### src/rtl/p_hardisc.sv
// Shared types and defaults for the operand-preparation stage.
package p_hardisc;

  typedef logic [4:0] rf_add;

  typedef enum logic [1:0] {
    IMM_NONE  = 2'b00,
    IMM_SEXT  = 2'b01,
    IMM_UPPER = 2'b10,
    IMM_ZEXT  = 2'b11
  } imsel_t;

  localparam int unsigned MAX_PEND_DEF = 4;

endpackage

### src/rtl/op_scoreboard.sv
// Pending-write scoreboard for long-latency writers: bitmap, occupancy
// counter, and per-operand / WAW / capacity hazard detection with retire bypass.
module op_scoreboard
  import p_hardisc::*;
#(
  parameter int unsigned NUM_RP   = 2,
  parameter int unsigned MAX_PEND = MAX_PEND_DEF
) (
  input  logic                s_clk_i,
  input  logic                s_reset_i,
  input  logic                s_set_i,
  input  logic                s_clr_i,
  input  logic [4:0]          s_clr_rd_i,
  input  logic [NUM_RP*5-1:0] s_rs_i,
  input  logic [NUM_RP-1:0]   s_rfrp_i,
  input  logic [4:0]          s_rd_i,
  input  logic                s_long_i,
  output logic [31:0]         s_pend_o,
  output logic [NUM_RP-1:0]   s_rs_haz_o,
  output logic                s_waw_o,
  output logic                s_cap_o
);

  localparam int unsigned CNT_W = $clog2(MAX_PEND + 1);

  logic [31:0]      pend_q, pend_d;
  logic [CNT_W-1:0] cnt_q, cnt_d;

  // Clear is applied before set so a same-register set/clear leaves the bit set.
  always_comb begin
    pend_d = pend_q;
    cnt_d  = cnt_q;
    if (s_clr_i) pend_d[s_clr_rd_i] = 1'b0;
    if (s_set_i) pend_d[s_rd_i] = 1'b1;
    pend_d[0] = 1'b0;
    if (s_set_i && !s_clr_i) begin
      cnt_d = cnt_q + CNT_W'(1);
    end else if (!s_set_i && s_clr_i && (cnt_q != '0)) begin
      cnt_d = cnt_q - CNT_W'(1);
    end
  end

  always_ff @(posedge s_clk_i) begin
    if (s_reset_i) begin
      pend_q <= '0;
      cnt_q  <= '0;
    end else begin
      pend_q <= pend_d;
      cnt_q  <= cnt_d;
    end
  end

  // A writeback to the same register this cycle releases the dependent early.
  always_comb begin
    rf_add rs;
    s_rs_haz_o = '0;
    rs         = '0;
    for (int unsigned k = 0; k < NUM_RP; k++) begin
      rs = s_rs_i[k*5 +: 5];
      s_rs_haz_o[k] = s_rfrp_i[k] & pend_q[rs] & ~(s_clr_i & (s_clr_rd_i == rs));
    end
  end

  assign s_waw_o  = (s_rd_i != '0) & pend_q[s_rd_i];
  assign s_cap_o  = s_long_i & (cnt_q == CNT_W'(MAX_PEND)) & ~s_clr_i;
  assign s_pend_o = pend_q;

endmodule

### src/rtl/operand_stage_sb.sv
// Operand-preparation stage: forwarding mux, immediate expansion, scoreboard
// stalls, registered valid/ready output. Optional RF error flags: OPS_RF_ERR_EN.
module operand_stage_sb
  import p_hardisc::*;
#(
  parameter int unsigned XLEN     = 32,
  parameter int unsigned NUM_RP   = 2,
  parameter int unsigned NUM_FWD  = 3,
  parameter int unsigned MAX_PEND = MAX_PEND_DEF
) (
  input  logic                   s_clk_i,
  input  logic                   s_reset_i,
  input  logic                   s_flush_i,
  input  logic                   s_id_valid_i,
  output logic                   s_id_ready_o,
  input  logic [NUM_RP*5-1:0]    s_id_rs_i,
  input  logic [NUM_RP-1:0]      s_id_rfrp_i,
  input  logic [NUM_RP-1:0]      s_id_zero_i,
  input  logic [4:0]             s_id_rd_i,
  input  logic                   s_id_long_i,
  input  logic [19:0]            s_id_imm_i,
  input  logic [1:0]             s_id_imsel_i,
  input  logic [NUM_RP*XLEN-1:0] s_rf_val_i,
  input  logic [NUM_FWD*5-1:0]   s_fwd_rd_i,
  input  logic [NUM_FWD-1:0]     s_fwd_wr_i,
  input  logic [NUM_FWD-1:0]     s_fwd_avl_i,
  input  logic [NUM_FWD*XLEN-1:0] s_fwd_val_i,
  input  logic                   s_lret_i,
  input  logic [4:0]             s_lret_rd_i,
  output logic                   s_ex_valid_o,
  input  logic                   s_ex_ready_i,
  output logic [NUM_RP*XLEN-1:0] s_ex_op_o,
  output logic [XLEN-1:0]        s_ex_imm_o,
  output logic [4:0]             s_ex_rd_o,
`ifdef OPS_RF_ERR_EN
  input  logic [NUM_RP-1:0]      s_rf_uce_i,
  input  logic [NUM_RP-1:0]      s_rf_ce_i,
  output logic                   s_uce_o,
  output logic                   s_ce_o,
`endif
  output logic [31:0]            s_pend_o,
  output logic                   s_stall_o
);

  logic [NUM_RP*5-1:0]    rs_eff;
  logic [NUM_RP-1:0]      fwd_haz;
  logic [NUM_RP-1:0]      from_rf;
  logic [NUM_RP-1:0]      sb_rs_haz;
  logic                   sb_waw, sb_cap, sb_set;
  logic                   hazard, id_ready;
  logic [XLEN-1:0]        imm_x;

  logic                   ex_valid_q, ex_valid_d;
  logic [NUM_RP*XLEN-1:0] ex_op_q, ex_op_d, op_sel;
  logic [XLEN-1:0]        ex_imm_q, ex_imm_d;
  logic [4:0]             ex_rd_q, ex_rd_d;

  for (genvar k = 0; k < NUM_RP; k++) begin : g_opnd
    logic            hit, haz;
    logic [XLEN-1:0] val;

    assign rs_eff[k*5 +: 5] = s_id_zero_i[k] ? 5'd0 : s_id_rs_i[k*5 +: 5];

    // Ascending scan with a found flag: the youngest matching source wins.
    always_comb begin
      hit = 1'b0;
      haz = 1'b0;
      val = s_rf_val_i[k*XLEN +: XLEN];
      for (int unsigned j = 0; j < NUM_FWD; j++) begin
        if (!hit && s_id_rfrp_i[k] && s_fwd_wr_i[j] && (rs_eff[k*5 +: 5] != 5'd0) &&
            (s_fwd_rd_i[j*5 +: 5] == rs_eff[k*5 +: 5])) begin
          hit = 1'b1;
          if (s_fwd_avl_i[j]) val = s_fwd_val_i[j*XLEN +: XLEN];
          else                haz = 1'b1;
        end
      end
      if (s_id_zero_i[k]) val = '0;
    end

    assign fwd_haz[k]               = haz;
    assign from_rf[k]               = s_id_rfrp_i[k] & ~s_id_zero_i[k] & ~hit;
    assign op_sel[k*XLEN +: XLEN]   = val;
  end

  op_scoreboard #(
    .NUM_RP   (NUM_RP),
    .MAX_PEND (MAX_PEND)
  ) u_sb (
    .s_clk_i    (s_clk_i),
    .s_reset_i  (s_reset_i),
    .s_set_i    (sb_set),
    .s_clr_i    (s_lret_i),
    .s_clr_rd_i (s_lret_rd_i),
    .s_rs_i     (rs_eff),
    .s_rfrp_i   (s_id_rfrp_i),
    .s_rd_i     (s_id_rd_i),
    .s_long_i   (s_id_long_i),
    .s_pend_o   (s_pend_o),
    .s_rs_haz_o (sb_rs_haz),
    .s_waw_o    (sb_waw),
    .s_cap_o    (sb_cap)
  );

  assign hazard = (|fwd_haz) | (|sb_rs_haz) | sb_waw | sb_cap;

`ifdef OPS_RF_ERR_EN
  logic uce_any, ce_any;
  logic uce_q, uce_d, ce_q, ce_d;
  assign uce_any   = |(s_rf_uce_i & from_rf);
  assign ce_any    = |(s_rf_ce_i & from_rf) & ~uce_any;
  // An uncorrectable error lets the instruction through to be trapped downstream.
  assign s_stall_o = s_id_valid_i & hazard & ~uce_any;
`else
  logic unused_from_rf;
  assign unused_from_rf = |from_rf;
  assign s_stall_o = s_id_valid_i & hazard;
`endif

  assign id_ready     = s_id_valid_i & ~s_stall_o & ~s_flush_i & (~ex_valid_q | s_ex_ready_i);
  assign s_id_ready_o = id_ready;
  assign sb_set       = id_ready & s_id_long_i & (s_id_rd_i != 5'd0);

  always_comb begin
    imm_x = '0;
    case (imsel_t'(s_id_imsel_i))
      IMM_SEXT: begin
        imm_x       = {XLEN{s_id_imm_i[19]}};
        imm_x[19:0] = s_id_imm_i;
      end
      IMM_UPPER: imm_x[31:12] = s_id_imm_i;
      IMM_ZEXT:  imm_x[19:0]  = s_id_imm_i;
      default:   imm_x        = '0;
    endcase
  end

  always_comb begin
    ex_valid_d = ex_valid_q;
    ex_op_d    = ex_op_q;
    ex_imm_d   = ex_imm_q;
    ex_rd_d    = ex_rd_q;
    if (id_ready) begin
      ex_valid_d = 1'b1;
      ex_op_d    = op_sel;
      ex_imm_d   = imm_x;
      ex_rd_d    = s_id_rd_i;
    end else if (s_flush_i || s_ex_ready_i) begin
      ex_valid_d = 1'b0;
    end
  end

  always_ff @(posedge s_clk_i) begin
    if (s_reset_i) begin
      ex_valid_q <= 1'b0;
      ex_op_q    <= '0;
      ex_imm_q   <= '0;
      ex_rd_q    <= '0;
    end else begin
      ex_valid_q <= ex_valid_d;
      ex_op_q    <= ex_op_d;
      ex_imm_q   <= ex_imm_d;
      ex_rd_q    <= ex_rd_d;
    end
  end

`ifdef OPS_RF_ERR_EN
  always_comb begin
    uce_d = uce_q;
    ce_d  = ce_q;
    if (id_ready) begin
      uce_d = uce_any;
      ce_d  = ce_any;
    end
  end

  always_ff @(posedge s_clk_i) begin
    if (s_reset_i) begin
      uce_q <= 1'b0;
      ce_q  <= 1'b0;
    end else begin
      uce_q <= uce_d;
      ce_q  <= ce_d;
    end
  end

  assign s_uce_o = uce_q;
  assign s_ce_o  = ce_q;
`endif

  assign s_ex_valid_o = ex_valid_q;
  assign s_ex_op_o    = ex_op_q;
  assign s_ex_imm_o   = ex_imm_q;
  assign s_ex_rd_o    = ex_rd_q;

endmodule

### config.mk
export PLATFORM = sky130hd
export DESIGN_NAME = operand_stage_sb
export DESIGN_NICKNAME = d
export VERILOG_FILES = /design/src/rtl/p_hardisc.sv /design/src/rtl/op_scoreboard.sv /design/src/rtl/operand_stage_sb.sv
export SDC_FILE = /design/constraint.sdc
export NUM_CORES = 1
export LEC_CHECK = 0
export ABC_AREA = 1
export CAP_MARGIN = 40
export CORE_ASPECT_RATIO = 2
export CORE_MARGIN = 5
export CORE_UTILIZATION = 40
export CTS_CLUSTER_DIAMETER = 120
export CTS_CLUSTER_SIZE = 24
export DETAILED_ROUTE_END_ITERATION = 6
export PLACE_DENSITY = 0.84
export REMOVE_ABC_BUFFERS = 1
export SLEW_MARGIN = 20
export SYNTH_ARGS = -nofsm -noshare
export SYNTH_HDL_FRONTEND = slang
export SYNTH_SLANG_ARGS = --single-unit
### constraint.sdc
create_clock -name s_clk_i -period 2.9 [get_ports s_clk_i]
set_input_delay 0.58 -clock s_clk_i [delete_from_list [all_inputs] [get_ports s_clk_i]]
set_output_delay 0.58 -clock s_clk_i [all_outputs]
set_load 0.02 [all_outputs]
==> flow_summary.rst <==
.. list-table::
   :header-rows: 1

   * - Metric
     - Value
   * - Total routing usage reported by global routing
     - 0.349
   * - # rows
     - about 80
   * - Clock transition at path regs
     - about 60 ps
   * - CTS buffer count
     - 17
   * - Result of the run
     - finished with violations
   * - Top cells by instance count after synthesis
     - 412 x nand2_1, 204 x nand3_1, 170 x a21oi_1
   * - Post-synthesis register bit count
     - 136
   * - Highest fanout seen on the critical path
     - 11
   * - Startpoint type of the worst setup path
     - input port
   * - Main combinational cell family by area after synthesis
     - simple AND/OR/NAND/NOR gates
   * - Cell variety after synth
     - 36
   * - Detailed-route DRC error count
     - 4
   * - Tightest Pin Transition
     - around 780 ps
   * - Fin worst setup slack
     - -111 ps
   * - Fraction of layout cells with a size suffix above 1
     - 0.231
   * - Register area
     - about 2700 um2
   * - Pre-CTS setup slack
     - -986 ps
   * - Via count of the first global-routing pass
     - around 13,000
   * - Crit share post-route
     - 1.04
   * - Finished layout cell area
     - 16,100 um2
   * - Number of max-slew violations in the final report
     - 0
   * - Share of synthesized area occupied by flip-flops and latches
     - 0.290
   * - Nets
     - 2,216
   * - Layout Area Growth over Synthesis
     - 71.9%
   * - Detailed-router iteration count before antenna repair
     - 7
   * - CTS root buf
     - clkbuf_16
   * - Filler cells
     - 1,864
   * - Cell Pwr Density
     - ~370 nW/um2
   * - Initial antenna violation count
     - 3
   * - Total via count in the routed design
     - 13,700
   * - Simple-Gate Fraction of Synth Area
     - 0.358
   * - Compound-gate portion of the synthesized area
     - 0.260
   * - Top flip-flop cell by instance count after synthesis
     - dfxtp_1
   * - Violations in the final reports
     - DRC, setup timing
   * - Initial standard-cell utilization of the core
     - 0.404
   * - Most frequent cell after synthesis
     - nand2_1
   * - Number of maximum-capacitance constraint violations
     - 0
   * - Maximum number of pins on one net before global-route repair
     - 69
   * - Number of synthesis warnings
     - 0
   * - Routed WL per cell
     - 22.3 um
   * - Dpl cell area
     - ~14,000 um2
   * - Fraction of synthesized area in multiplexers
     - 0
   * - Die boundary width
     - roughly 120 um
   * - Final weighted congestion of routability-driven global placement
     - approximately 1.1
   * - Leakage power
     - 6.27 nW
   * - Summed instance area of the synthesized netlist
     - 9380 um2
   * - Fmax achieved
     - about 330 MHz
   * - Share of Yosys cell area claimed by the top area cell type
     - 0.290
   * - Startpoint of the worst-slack reg-to-reg timing path
     - u_sb.s_pend_o[9]
   * - Overall die area
     - roughly 27,000 um2
   * - Hold Path Class
     - input port to register
   * - Max H-tree Level
     - 4
   * - Dominant cell type by area after synthesis
     - dfxtp_1
   * - Worst EP arrival
     - 2430 ps
   * - Critical path destination
     - s_id_ready_o
   * - Largest clock skew in the final design
     - 8.98 ps
   * - Share of async-settable or async-resettable flops after synthesis
     - 0
   * - Sw power
     - 1.91 mW
   * - Remaining global-route overflow
     - 0
   * - Count of flip-flops with a built-in enable after synthesis
     - 0
   * - Placeable Area
     - 23,200 um2
   * - Number of cells traversed by the worst register-to-register path
     - 21
   * - Capturing element type of the critical path
     - output pin
   * - Post-route ant nets
     - 0
   * - Hold Buf Count CTS
     - 0
   * - Worst r2r dst
     - u_sb.cnt_q[2]
   * - Post-layout min period
     - 3010 ps
   * - Number of cells produced by synthesis
     - roughly 1,500
   * - Gate power share
     - 0.295
   * - Tightest slew margin relative to the limit
     - 0.481
   * - Drt first-iter violations
     - approximately 1,200
   * - RSZ-0062 raised after global routing
     - yes
   * - Worst vdd rail ir drop
     - 0.543 mV
   * - Count of boundary I/O pins
     - 370
   * - Sequential share of power
     - 0.334
   * - Number of port buffers
     - between 300 and 400
   * - DIE HEIGHT
     - 227 um
   * - Wire length of the first global-routing pass
     - 73,600 um
   * - Arithmetic-cell share of the synthesized area counting full adders, half adders and majority gates
     - 0.00747
   * - Endpoints failing setup
     - 7
   * - Crit Path Class
     - input port to output pin
   * - Vias per Instance
     - approximately 6.0
   * - Maximum root-to-sink buffer count
     - 2
   * - Syn avg cell area
     - 6.27 um2
   * - Int Pwr
     - 4.08 mW
   * - Area taken by multi-input logic gates
     - 6610 um2
   * - HPWL reported at the end of detailed placement
     - ~36,000 um
   * - Critical Path RT
     - 2320 ps
   * - Clock network fraction of design power
     - 0.371
   * - Main area contributors after synthesis
     - dfxtp_1 29%, nand2_1 16%, nand3_1 11%
   * - Sink count of the clock tree
     - 136
   * - Switching Fraction
     - 0.318
   * - TritonCTS clock tree
     - done
   * - WL final
     - 50,700 um
   * - Count of final hold-check violations
     - 0
   * - Post-Synth XOR/XNOR Area
     - 0.00187
   * - R2r setup slk
     - 210 ps
   * - Clock latency of the later-clocked register in the worst-skew pair
     - 450 ps
   * - Worst setup path start
     - s_id_zero_i[1]
placed cells by master (no fill, tap or decap), drive strengths merged, types with 3 or more instances in the layout:
| cell | instances |
|---|---|
| nor2 | 70 |
| dfxtp | 136 |
| inv | 81 |
| clkbuf | 25 |
| or2 | 57 |
| o22ai | 26 |
| o2111ai | 29 |
| o211ai | 54 |
| clkdlybuf4s50 | 324 |
| ha | 4 |
| clkinvlp | 6 |
| o21ai | 78 |
| nand2 | 416 |
| clkinv | 3 |
| a21oi | 170 |
| nand3 | 205 |
| dlygate4sd2 | 24 |
| nand4 | 7 |
| nor3 | 9 |
| buf | 214 |
| o221ai | 38 |
per-layer routing:
metal,vias up,wire [um],track usage
met2,912,26200,0.638
met5,-,12,0
met3,311,3790,0.0741
met4,2,4840,0.272
met1,6318,15800,0.334
li1,6174,-,-
worst max-delay path, cell delays in order:
cell and delay [ps]:
buf_12 120, inv_12 80, buf_6 160, nand3_1 90, nand2_1 90, nand2_2 100, inv_1 70, nand2_1 60
nor2_2 160, nor2_4 70, nand2_2 80, nand2_2 60, nand2_2 50, nand2_2 70, nor2_4 120, buf_6 130
nand3_4 80, nor2_4 110, buf_6 140
sequential cells by signal, summed over array words and instances (netlist names):
signal and flops:
s_ex_op_o 64, s_ex_imm_o 32, u_sb.s_pend_o 31, s_ex_rd_o 5, s_ex_valid_o 1, u_sb.cnt_q 3
how the worst min path moves through the flow:
stage	from	end	slack, ps	cells past startpoint
2_1_floorplan	u_sb.cnt_q[1]	u_sb.cnt_q[1]	490	2
3_3_place_gp	s_ex_op_o[63]	s_ex_op_o[63]	450	2
3_5_place_dp	s_ex_imm_o[2]	s_ex_imm_o[2]	450	2
4_1_cts	s_reset_i	s_ex_imm_o[31]	350	2
5_1_grt	s_reset_i	u_sb.cnt_q[1]	380	2
6_report	s_reset_i	u_sb.cnt_q[1]	370	2
metrics by stage:
stage / hold slack [ps] / std cells / TNS, ps / power, mW / util
2_1_floorplan: 491 / 1385 / -232550 / 2.65 / -
3_3_place_gp: 451 / 2209 / -80840 / 3.58 / 0.624
3_5_place_dp: 455 / 2209 / -86250 / 3.60 / 0.624
4_1_cts: 352 / 2262 / -59.3 / 5.87 / 0.664
5_1_grt: 375 / 2274 / -4350 / 6.22 / 0.694
6_report: 371 / 2275 / -324 / 5.99 / 0.694
area by class of cell:
type	instances	share of cell area
Antenna cell	2	0.000310
Sequential cell	136	0.169
Clock buffer	18	0.0266
Timing Repair inverter	2	0.000931
Clock inverter	14	0.0101
Timing Repair Buffer	571	0.342
Multi-Input combinational cell	1173	0.410
Tap cell	283	0.0220
Inverter	76	0.0192
logic make-up after synthesis:
family,after synthesis
flip-flops,136
AND/OR/NAND/NOR,765
other,1
AO/OA/AOI/OAI,400
adder cells (fa/ha/maj),5
buffers and inverters,186
XOR/XNOR,2
repair_timing:
item                       in CTS  in global routing
gates cloned                    3                  4
gates resized for setup       166                122
pin swaps                      30                104
buffers inserted               19                  7
setup endpoints to repair     137                 49
power groups by stage:
stage / Clock, mW / Combinational, mW / Sequential (mW)
5_1_grt: 2.34 / 1.87 / 2.01
3_3_place_gp: 0 / 1.54 / 2.03
4_1_cts: 2.25 / 1.62 / 2.00
2_1_floorplan: 0 / 0.544 / 2.11
6_report: 2.22 / 1.76 / 2.00
3_5_place_dp: 0 / 1.56 / 2.04
Note: power is estimated with default switching activity, not from simulation.
==> edit: new RTL, same settings <==
Take the reset off `ex_imm_q` and load it in a clocked block of its own.
--- a/src/rtl/operand_stage_sb.sv
+++ b/src/rtl/operand_stage_sb.sv
@@ -154,3 +154,2 @@
       ex_op_q    <= '0;
-      ex_imm_q   <= '0;
       ex_rd_q    <= '0;
@@ -159,5 +158,8 @@
       ex_op_q    <= ex_op_d;
-      ex_imm_q   <= ex_imm_d;
       ex_rd_q    <= ex_rd_d;
     end
+  end
+
+  always_ff @(posedge s_clk_i) begin
+    ex_imm_q <= ex_imm_d;
   end
Behaviour: not the same (a bounded check fails within 4 cycles, from zero or initial values and one cycle with s_reset_i high).
==> edit against the original RTL <==
  * Highest routed layer unchanged
  * The run ends with negative setup slack left
  * Sequential share of layout area rose by 2.9 points
  * Area after synthesis fell by 0.56%
  * Critical endpoint unchanged
  * Critical path type unchanged
  * Design area is 4.4% lower
  * Hold slack better by 0.091 ns
  * Sequential cell count unchanged
  * Total power is 1.1% higher
  * First-iteration DRC count down 22%
  * Largest power group unchanged
  * Setup slack improved by 0.064 ns
  * Routed wire length rose by 2.8%
==> edit: results (changes against the original RTL) <==
.. list-table::
   :header-rows: 1

   * - Metric
     - Value
   * - Fraction of layout cells with a size suffix above 1
     - 18.6% (-4.5 points)
   * - Run status
     - finished, violations left
   * - GRT Total Usage
     - 37.4% (+2.5 points)
   * - Layout fillers
     - 2054 (+10%)
   * - Failing checks
     - negative setup slack
   * - Maximum clock skew at final layout
     - 0.0108 ns (+0.00184 ns)
   * - Number of flops mapped to enable cells by yosys
     - 32 (+32)
   * - List of most frequent post-synthesis cells
     - 386 x sky130_fd_sc_hd__nand2_1, 234 x sky130_fd_sc_hd__nand3_1, 124 x sky130_fd_sc_hd__a21oi_1
   * - Post-placement cell area
     - 14300 um2 (-1.0%)
   * - IR Drop Worst-Case VDD
     - 359 uV (-34%)
   * - Weighted congestion at the end of routability-driven global placement
     - 1.08 (+1.4%)
   * - Slowest cell on the critical path
     - sky130_fd_sc_hd__nor2_2
   * - Sum of negative setup slack
     - -0.0467 ns (+0.278 ns)
   * - Cell types with the largest area share after synthesis
     - sky130_fd_sc_hd__dfxtp_1 22%, sky130_fd_sc_hd__nand2_1 16%, sky130_fd_sc_hd__nand3_1 13%
   * - Number of DRC violations after detailed-routing iteration 0
     - 975 (-22%)
   * - Largest net degree at the start of global routing
     - 89 (+29%)
   * - Wirelength per Cell
     - 23.4 um (+4.9%)
   * - FF-to-FF path depth
     - 20 (-4.8%)
   * - Synthesized cell area
     - 9330 um2 (-0.56%)
   * - Count of vias placed by the detailed router
     - 13.2k (-3.6%)
   * - Half-perimeter wire length after detailed placement
     - 38900 um (+7.0%)
   * - Wire length of the first global-routing pass
     - 76300 um (+3.6%)
   * - Seq/Total Area, Yosys
     - 32.6% (+3.6 points)
   * - Worst Path Max Fanout
     - 10 (-1)
   * - WP data arrival
     - 2.37 ns (-0.06 ns)
   * - Crit path largest cell delay
     - 0.18 ns (+0.02 ns)
   * - Min setup slack post-route
     - -0.0467 ns (+0.0644 ns)
   * - Pleak
     - 0.00633 uW (+0.91%)
   * - Unique masters post-synth
     - 38 (+5.6%)
   * - Transition time at the pin with the least slew margin
     - 0.686 ns (-0.0924 ns)
   * - Net switching fraction of the power
     - 31.4% (-0.45 points)
   * - Count of final setup violators
     - 1 (-6)
   * - Clock latency reported for the late side of the worst-skew pair
     - 0.46 ns
   * - Worst hold stages
     - 3 (+1)
edit: cell types whose count changed in the layout (fill, tap and decap cells not counted), moves of 19 or more:
cell,unedited run,this run
sky130_fd_sc_hd__o211ai_1,54,20
sky130_fd_sc_hd__or2_2,57,32
sky130_fd_sc_hd__a21oi_1,163,123
sky130_fd_sc_hd__o2111ai_1,23,0
sky130_fd_sc_hd__o22ai_1,26,1
sky130_fd_sc_hd__o221ai_2,23,0
sky130_fd_sc_hd__nand2_1,386,367
sky130_fd_sc_hd__nand3_1,180,228
sky130_fd_sc_hd__dfxtp_1,136,103
sky130_fd_sc_hd__o221ai_1,7,64
sky130_fd_sc_hd__nor2_1,43,80
sky130_fd_sc_hd__o21ai_1,2,28
sky130_fd_sc_hd__edfxtp_1,0,32
edit: logic make-up after synthesis:
kind of cell	after synthesis	synth area share, %
AOI/OAI and AO/OA	316	20.3
xor gates and xnor gates	1	0.0939
adders and majority gates	5	0.751
buffers and inverters	198	9.12
DFF	136	32.6
other	1	0.0402
and+or+nand+nor	789	37.1
edit: layout make-up:
type                            instances  share of cell area (%)
Antenna cell                            4                  0.0649
Clock buffer                           19                    2.81
Clock inverter                         13                   0.852
Inverter                               98                    2.53
Multi-Input combinational cell       1112                    36.7
Sequential cell                       136                    19.7
Tap cell                              283                    2.30
Timing Repair Buffer                  564                    35.0
Timing Repair inverter                  1                  0.0487
edit: timing repair:
action	in CTS	in global routing
buffers inserted	20	6
endpoints found under the hold margin	0	0
resized for setup	163	60
pin swaps	27	27
cloned	2	1
endpoints found under the setup margin	134	84
edit: per-stage QoR:
stage	hold slack [ns]	utilization, %	worst slack [ns]	std cells
2_1_floorplan	0.489	-	-1.83	1346
3_3_place_gp	0.445	62.0	-1.07	2168
3_5_place_dp	0.447	62.0	-1.09	2168
4_1_cts	0.459	65.7	0.000769	2219
5_1_grt	0.474	66.7	-0.118	2229
6_report	0.462	66.7	-0.0467	2230
edit: metal layers:
metal	part of all wire, %	GRT usage [%]	wire, um
met1	29	34.2	15300
met2	50	67.3	26000
met3	9.8	9.90	5090
met4	11	32.3	5660
met5	0.063	0	33
edit: path summary, 6_finish.rpt:
check | slack (ns) | endpoint | startpoint
max | -0.05 | s_id_ready_o | s_id_rd_i[0]
max reg2reg | 0.11 | u_sb.cnt_q[2] | u_sb.s_pend_o[23]
min | 0.46 | s_ex_rd_o[0] | s_id_rd_i[0]
min reg2reg | 0.46 | s_ex_op_o[38] | s_ex_op_o[38]
edit: power groups by stage:
stage / registers, uW / clock network (uW) / logic (uW)
after detailed placement: 2170 / 0 / 1650
after floorplan: 2280 / 0 / 555
after global routing: 2140 / 2250 / 1870
after CTS: 2130 / 2160 / 1700
after global placement: 2160 / 0 / 1630
final: 2130 / 2150 / 1770
